[src/rtl/cp_strip.sv]
// cp_strip - receive-side cyclic-prefix removal: drops CP (minus back-off), forwards FFT_SIZE samples
// with one-cycle registered latency and flags symbols cut short by an early isop.
module cp_strip #(
  parameter int WIDTH    = 12,
  parameter int FFT_SIZE = 1024,
  parameter int CP_LEN   = 32,
  parameter int BACKOFF  = 0
) (
  input  logic             clk,
  input  logic             rst,
  input  logic             isop,
  input  logic             ival,
  input  logic [WIDTH-1:0] in_real_data,
  input  logic [WIDTH-1:0] in_imag_data,
  output logic             osop,
  output logic             oeop,
  output logic             oval,
  output logic [WIDTH-1:0] out_real_data,
  output logic [WIDTH-1:0] out_imag_data,
  output logic             oerr
);

  localparam int TOTAL = FFT_SIZE + CP_LEN;
  localparam int CW    = $clog2(TOTAL);
  localparam int S     = CP_LEN - BACKOFF;

  localparam logic [CW-1:0] FIRST_OUT = CW'(S);
  localparam logic [CW-1:0] LAST_SKIP = CW'(S - 1);
  localparam logic [CW-1:0] LAST_OUT  = CW'(S + FFT_SIZE - 1);
  localparam logic [CW-1:0] LAST_IN   = CW'(TOTAL - 1);

  typedef enum logic [1:0] {IDLE, SKIP, PASS, TAIL} state_t;

  state_t            state_q, state_d;
  logic [CW-1:0]     idx_q, idx_d;
  logic              osop_q, osop_d;
  logic              oeop_q, oeop_d;
  logic              oval_q, oval_d;
  logic              oerr_q, oerr_d;
  logic [WIDTH-1:0]  ore_q, ore_d;
  logic [WIDTH-1:0]  oim_q, oim_d;

  // idx_q holds the index the next accepted sample will take within the current symbol.
  always_comb begin
    state_d = state_q;
    idx_d   = idx_q;
    osop_d  = 1'b0;
    oeop_d  = 1'b0;
    oval_d  = 1'b0;
    oerr_d  = 1'b0;
    if (ival) begin
      if (isop) begin
        // Any isop outside IDLE truncates the running symbol; this sample restarts at i=0.
        oerr_d  = (state_q != IDLE);
        idx_d   = CW'(1);
        state_d = (S == 1) ? PASS : SKIP;
      end else begin
        idx_d = idx_q + CW'(1);
        case (state_q)
          IDLE: idx_d = '0;
          SKIP: if (idx_q == LAST_SKIP) state_d = PASS;
          PASS: begin
            oval_d = 1'b1;
            osop_d = (idx_q == FIRST_OUT);
            oeop_d = (idx_q == LAST_OUT);
            if (idx_q == LAST_OUT) begin
              state_d = (BACKOFF == 0) ? IDLE : TAIL;
              if (BACKOFF == 0) idx_d = '0;
            end
          end
          TAIL: begin
            if (idx_q == LAST_IN) begin
              state_d = IDLE;
              idx_d   = '0;
            end
          end
          default: begin
            state_d = IDLE;
            idx_d   = '0;
          end
        endcase
      end
    end
    ore_d = oval_d ? in_real_data : '0;
    oim_d = oval_d ? in_imag_data : '0;
  end

  always_ff @(posedge clk or negedge rst) begin
    if (!rst) begin
      state_q <= IDLE;
      idx_q   <= '0;
      osop_q  <= 1'b0;
      oeop_q  <= 1'b0;
      oval_q  <= 1'b0;
      oerr_q  <= 1'b0;
      ore_q   <= '0;
      oim_q   <= '0;
    end else begin
      state_q <= state_d;
      idx_q   <= idx_d;
      osop_q  <= osop_d;
      oeop_q  <= oeop_d;
      oval_q  <= oval_d;
      oerr_q  <= oerr_d;
      ore_q   <= ore_d;
      oim_q   <= oim_d;
    end
  end

  assign osop          = osop_q;
  assign oeop          = oeop_q;
  assign oval          = oval_q;
  assign oerr          = oerr_q;
  assign out_real_data = ore_q;
  assign out_imag_data = oim_q;

endmodule

[config.mk]
export PLATFORM = sky130hd
export DESIGN_NAME = cp_strip
export DESIGN_NICKNAME = d
export VERILOG_FILES = /design/src/rtl/cp_strip.sv
export SDC_FILE = /design/constraint.sdc
export NUM_CORES = 1
export LEC_CHECK = 0
export ABC_AREA = 1
export BUFFER_PORTS_ARGS = -buffer_cell sky130_fd_sc_hd__clkbuf_2
export CAP_MARGIN = 30
export CORE_MARGIN = 5
export CORE_UTILIZATION = 54
export CTS_CLUSTER_SIZE = 24
export DETAILED_ROUTE_END_ITERATION = 8
export PLACE_DENSITY = 0.83
export SLEW_MARGIN = 10
export SYNTH_ARGS = -nofsm -noshare
export SYNTH_HDL_FRONTEND = slang
export SYNTH_SLANG_ARGS = --single-unit
export TNS_END_PERCENT = 10
[constraint.sdc]
create_clock -name clk -period 2.6 [get_ports clk]
set_input_delay 0.13 -clock clk [delete_from_list [all_inputs] [get_ports clk]]
set_output_delay 0.13 -clock clk [all_outputs]
set_load 0.005 [all_outputs]
# After elaboration in Yosys (flattened, before gate mapping)

Cells that the tools add are included.

Bits in registers: 41
Bits of input ports: 28
Output and inout bits: 28
Logic and storage cells: 42

Add/subtract/negate cells: 1
Equality and inequality tests: 8
Mux-type cells: 20
Reduce and logical (&&, ||, !) cells: 5

Operators by type and width:

| operator                                                                 | count |
|---|---|
| 12-bit 2-to-1 mux                                                        | 2 |
| 11-bit 2-to-1 mux                                                        | 2 |
| 11-bit case mux with 2 select lines                                      | 1 |
| 11-bit by 1-bit adder with 11-bit output (second input constant)         | 1 |
| 11-bit equality test (second input constant)                             | 1 |
| 11-bit by 5-bit equality test with 1-bit output (second input constant)  | 1 |
| 11-bit by 6-bit equality test with 1-bit output (second input constant)  | 1 |
| 1-bit 2-to-1 mux                                                         | 11 |
| 2-bit 2-to-1 mux                                                         | 3 |
| 2-bit equality test (second input constant)                              | 2 |
| 2-bit case mux with 2 select lines                                       | 1 |
| 4-bit AND reduction                                                      | 1 |
| 3-bit by 1-bit inequality test with 1-bit output (second input constant) | 1 |
| 3-bit inequality test (second input constant)                            | 1 |
| 3-bit nonzero test                                                       | 1 |
| 2-bit by 1-bit equality test with 1-bit output (second input constant)   | 1 |
| 2-bit logical NOT                                                        | 1 |
| 2-bit nonzero test                                                       | 1 |
| 2-bit OR reduction                                                       | 1 |

# Depth between registers and ports, before layout

Word-level depth: 5
Mapped depth: 9
Depth with buffers taken out: 9

# Worst setup path before layout

No wires, ideal clock.

Path type: flip-flop to flip-flop
Start: register idx_q[0]
End: register idx_q[8]
Data arrival time: 1.156 ns
Required time: 2.485 ns
Setup slack: 1.329 ns
Cell stages (with the launch flop): 9
Path buffers: 0
Period minus slack after synthesis: 1.271 ns
Cell sequence: dfrtp_1 -> ha_1 -> nand3_2 -> nor2_2 -> nand2_2 -> o21ai_1 -> inv_1 -> nand3_2 -> nand2_2

Longest elaborated chain between the ends: 4
Elaborated cells on any way between the ends: 5

Ends and longest elaborated chain:

| element                                                                                 | RTL line   | source |
|---|---|---|
| from (decl)                                                                             | 35         | `logic [CW-1:0] idx_q, idx_d;` |
| from (signal assigned)                                                                  | 100        | `idx_q <= idx_d;` |
| 11-bit by 1-bit adder with 11-bit output / 11-bit equality test (equally long branches) | 58, 66, 72 |  |
| 11-bit 2-to-1 mux                                                                       | 66         | `if (idx_q == LAST_OUT) begin` |
| 11-bit case mux with 2 select lines *                                                   | 59         | `case (state_q)` |
| 11-bit 2-to-1 mux *                                                                     | 52         | `if (isop) begin` |

Mark *: on every way between the ends. The rest lies on a longest branch, timed or not.
A chain may end at the register's enable or synchronous reset.

# Final worst setup path

Ends and elaborated chain as after synthesis.

==> impl_metrics.json <==
{
  "outcome": "finished clean",
  "final_hold_viol_count": 0,
  "leakagePower_nw": 1.45,
  "yosys.area_share.simple_pct": 29.5,
  "total_power_mw": 1.40,
  "worst_r2r_startpoint": "idx_q[0]$_DFFE_PN0P_",
  "main_combinational_cell_family_by_area_after_synthesis": "simple AND/OR/NAND/NOR gates",
  "dp.final_hpwl_microns": 2720,
  "reg2reg_setup_slack_ns": 1.15,
  "synth_cells": 219,
  "netlist_top_cells_count": "44 x sky130_fd_sc_hd__nand2_1, 41 x sky130_fd_sc_hd__dfrtp_1, 39 x sky130_fd_sc_hd__inv_1, 37 x sky130_fd_sc_hd__nor2_1, 12 x sky130_fd_sc_hd__nand3_1",
  "initial_core_util_pct": 55.8,
  "layout_worst_path_cycle_share_pct": 55.7,
  "f_max_mhz": 691,
  "crit_arrival_ns": 1.70,
  "clock_path_buffers": 2,
  "ys_async_sr_fraction_pct": 100,
  "cts_resized": 0,
  "via_count_of_the_first_global_routing_pass": 1572,
  "totalWireLength_microns": 4180,
  "fillerInstances": 235,
  "final_net_count": 332,
  "unrepaired_setup_endpoints_after_global_routing": "no",
  "yosys_register_bits": 41,
  "cpPeakStageDelay_ns": 0.43,
  "postSynth.topFlopCell": "sky130_fd_sc_hd__dfrtp_1",
  "worstSetupEndpoint": "idx_q[8]$_DFFE_PN0P_",
  "synth_cell_types": 24,
  "synth_area_leader_cell": "sky130_fd_sc_hd__dfrtp_1",
  "antenna_found_initial": 0,
  "top_level_ports": 56,
  "portBuffers": 55,
  "cp_cell_sequence": "ha_1, nand3_2, nor2_2, nand2_2, o21ai_1, inv_1, nand3_2, nand2_2",
  "cpMaxStageDelayCell": "sky130_fd_sc_hd__dfrtp_1",
  "worst_r2r_path_depth": 8,
  "grt_first_pass_wirelength_microns": 6630,
  "hold_path.class": "in2reg",
  "area_enclosed_by_the_die_boundary_sq_um": 4720,
  "max_slew_margin_pct": 64.3,
  "sequential_fraction_of_the_synthesis_area_pct": 55.1,
  "tritoncts": "built",
  "dp_cells": 316,
  "tightest_slew_ns": 0.535,
  "synthMuxAreaShare_pct": 0,
  "fin_worst_hold_slack_ns": 0.0732,
  "core_sq_um": 3340,
  "postCtsHoldBufs": 25,
  "postRouteAntennaNets": 0,
  "synth_most_common_cell": "sky130_fd_sc_hd__nand2_1",
  "drt_first_pass_iters": 4,
  "tns_ns": 0,
  "grt_overflow": 0,
  "die_width_microns": 68.7,
  "criticalPathCategory": "reg2reg",
  "worstSkewPairLatency_ns": 0.34,
  "syn_avg_cell_area_sq_um": 8.51,
  "post_synth_adder_cell_area_pct": 1.34,
  "syn_nets": 249,
  "dr_total_vias": 1615,
  "finalClockSkew_ns": 0.00961,
  "layout-area-overhead-vs-synth_pct": 35.0,
  "maximum_number_of_pins_on_one_net_before_global_route_repair": 28,
  "critical_path_peak_fanout": 5,
  "netlist_top_cells_area": "sky130_fd_sc_hd__dfrtp_1 55%, sky130_fd_sc_hd__nand2_1 8.9%, sky130_fd_sc_hd__inv_1 7.9%",
  "slew_viol_final": 0,
  "clock-sinks": 41,
  "worst_setup_path_startpoint": "idx_q[0]$_DFFE_PN0P_",
  "cp_endpoint_kind": "register",
  "cp.required_ns": 2.85,
  "critical_path.startpoint_type": "register",
  "track_usage_pct": 19.4,
  "post_cts.repair.setup_buffers": 0,
  "synth.yosys.warnings": 0,
  "chip_height_microns": 68.7,
  "cts_buffers": 5,
  "power.density_nw_per_um2": 558,
  "vias_per_cell": 4.63,
  "drv.max_cap_violation_count": 0,
  "clk_pin_slew_worst_paths_ns": 0.12,
  "n_antenna_cell": 0,
  "synth_enable_flop_cells": 0,
  "drt-wirelength-per-cell_microns": 12.0,
  "synthXorXnorAreaFrac_pct": 0.940,
  "synth_largest_type_area_fraction_pct": 55.1,
  "detail_route.drc_violations": 0,
  "crit_path_time_final_ns": 1.45,
  "h-tree-depth": 2,
  "cts_root_buffer": "sky130_fd_sc_hd__clkbuf_4",
  "mappedNetlistArea_sq_um": 1860,
  "ir_worst_vdd_mv": 0.295,
  "drive_above_1_share_pct": 27.4,
  "gp_congestion": 0.830,
  "drt-initial-drc-count": 91,
  "synth_compound_gate_area_share_pct": 3.02,
  "finish.cell_count_without_fillers": 349,
  "rows": 21,
  "worst_r2r_endpoint": "idx_q[8]$_DFFE_PN0P_",
  "timing.final.setup_violations": 0
}
==> critical path, delay by kind of cell, from the launching register on <==
kind                     cells  cell delay (ns)
adder cells (fa/ha/maj)      1             0.22
buffers and inverters        1             0.06
flip-flops                   1             0.43
AO/OA/AOI/OAI                1             0.14
AND/OR/NAND/NOR              5             0.51
==> report_power, final <==
group          total, mW  internal (mW)  switching (mW)
Combinational      0.333          0.137           0.195
Sequential         0.736          0.684          0.0522
Clock              0.334          0.132           0.202
==> logic make-up after synthesis <==
logic type / count (synthesis)
and+or+nand+nor: 116
buffers and inverters: 49
DFF: 41
AOI/OAI and AO/OA: 9
xor gates and xnor gates: 2
adders and majority gates: 2
==> registers in the layout, indices dropped and copies added (netlist names) <==
name           flops
idx_q             11
oeop               1
oerr               1
osop               1
out_imag_data     12
out_real_data     12
oval               1
state_q            2
==> per-layer routing <==
layer | part of all wire, % | vias up | routed length (microns) | GRT usage (%)
met4 | 2.1 | 0 | 87 | 8.52
met5 | 0 | - | 0 | 0
li1 | - | 825 | - | -
met1 | 39 | 741 | 1640 | 22.0
met2 | 54 | 43 | 2260 | 35.4
met3 | 4.9 | 6 | 204 | 3.57
==> layout make-up <==
| cell class | instances | area [sq um] | area share (%) |
|---|---|---|---|
| Sequential cell | 41 | 1030 | 40.8 |
| Timing Repair Buffer | 81 | 553 | 22.0 |
| Clock inverter | 2 | 13.8 | 0.547 |
| Multi-Input combinational cell | 129 | 648 | 25.8 |
| Tap cell | 46 | 57.6 | 2.29 |
| Inverter | 44 | 165 | 6.57 |
| Clock buffer | 6 | 51.3 | 2.04 |
==> metrics by stage <==
step | utilization (%) | area [sq um] | setup slack, ns
final | 75.4 | 2510 | 1.15
after global routing | 75.4 | 2510 | 0.940
after CTS | 75.4 | 2510 | 1.14
after detailed placement | 65.9 | 2200 | 0.908
after global placement | 65.1 | 2170 | 0.980
after floorplan | - | 1860 | 1.33
==> layout by cell type (no fill, tap or decap) <==
cell type and n:
sky130_fd_sc_hd__clkbuf_2 55, sky130_fd_sc_hd__nand2_1 44, sky130_fd_sc_hd__dfrtp_1 41, sky130_fd_sc_hd__inv_1 39, sky130_fd_sc_hd__nor2_1 37, sky130_fd_sc_hd__dlygate4sd3_1 25
sky130_fd_sc_hd__nand3_1 12, sky130_fd_sc_hd__inv_2 5, sky130_fd_sc_hd__clkbuf_4 5, sky130_fd_sc_hd__nor2_2 4, sky130_fd_sc_hd__nand3_2 4, sky130_fd_sc_hd__nor3_1 3
sky130_fd_sc_hd__nand4_1 3, sky130_fd_sc_hd__a21oi_1 3, sky130_fd_sc_hd__nand3b_1 3, sky130_fd_sc_hd__nand2_4 2, sky130_fd_sc_hd__o21ai_1 2, sky130_fd_sc_hd__nand2_2 2
sky130_fd_sc_hd__a21boi_1 2, sky130_fd_sc_hd__xnor2_1 2, sky130_fd_sc_hd__ha_1 2, sky130_fd_sc_hd__nand3_4 1, sky130_fd_sc_hd__o211ai_1 1, sky130_fd_sc_hd__nor2_4 1
sky130_fd_sc_hd__a22o_1 1, sky130_fd_sc_hd__clkinv_4 1, sky130_fd_sc_hd__clkinv_2 1, sky130_fd_sc_hd__clkbuf_8 1, sky130_fd_sc_hd__buf_16 1
==> how the worst min path moves through the flow <==
stage	startpoint	end	slack (ns)	cells after the start
final	ival	state_q[0]$_DFFE_PN0P_	0.07	3
after global routing	ival	oerr$_DFF_PN0_	0.09	3
after CTS	ival	state_q[0]$_DFFE_PN0P_	0.06	3
after detailed placement	rst	idx_q[4]$_DFFE_PN0P_	0.11	1
after global placement	in_real_data[3]	out_real_data[3]$_DFF_PN0_	0.32	3
after floorplan	rst	idx_q[0]$_DFFE_PN0P_	-0.17	0
(Power assumes the default switching activity.)
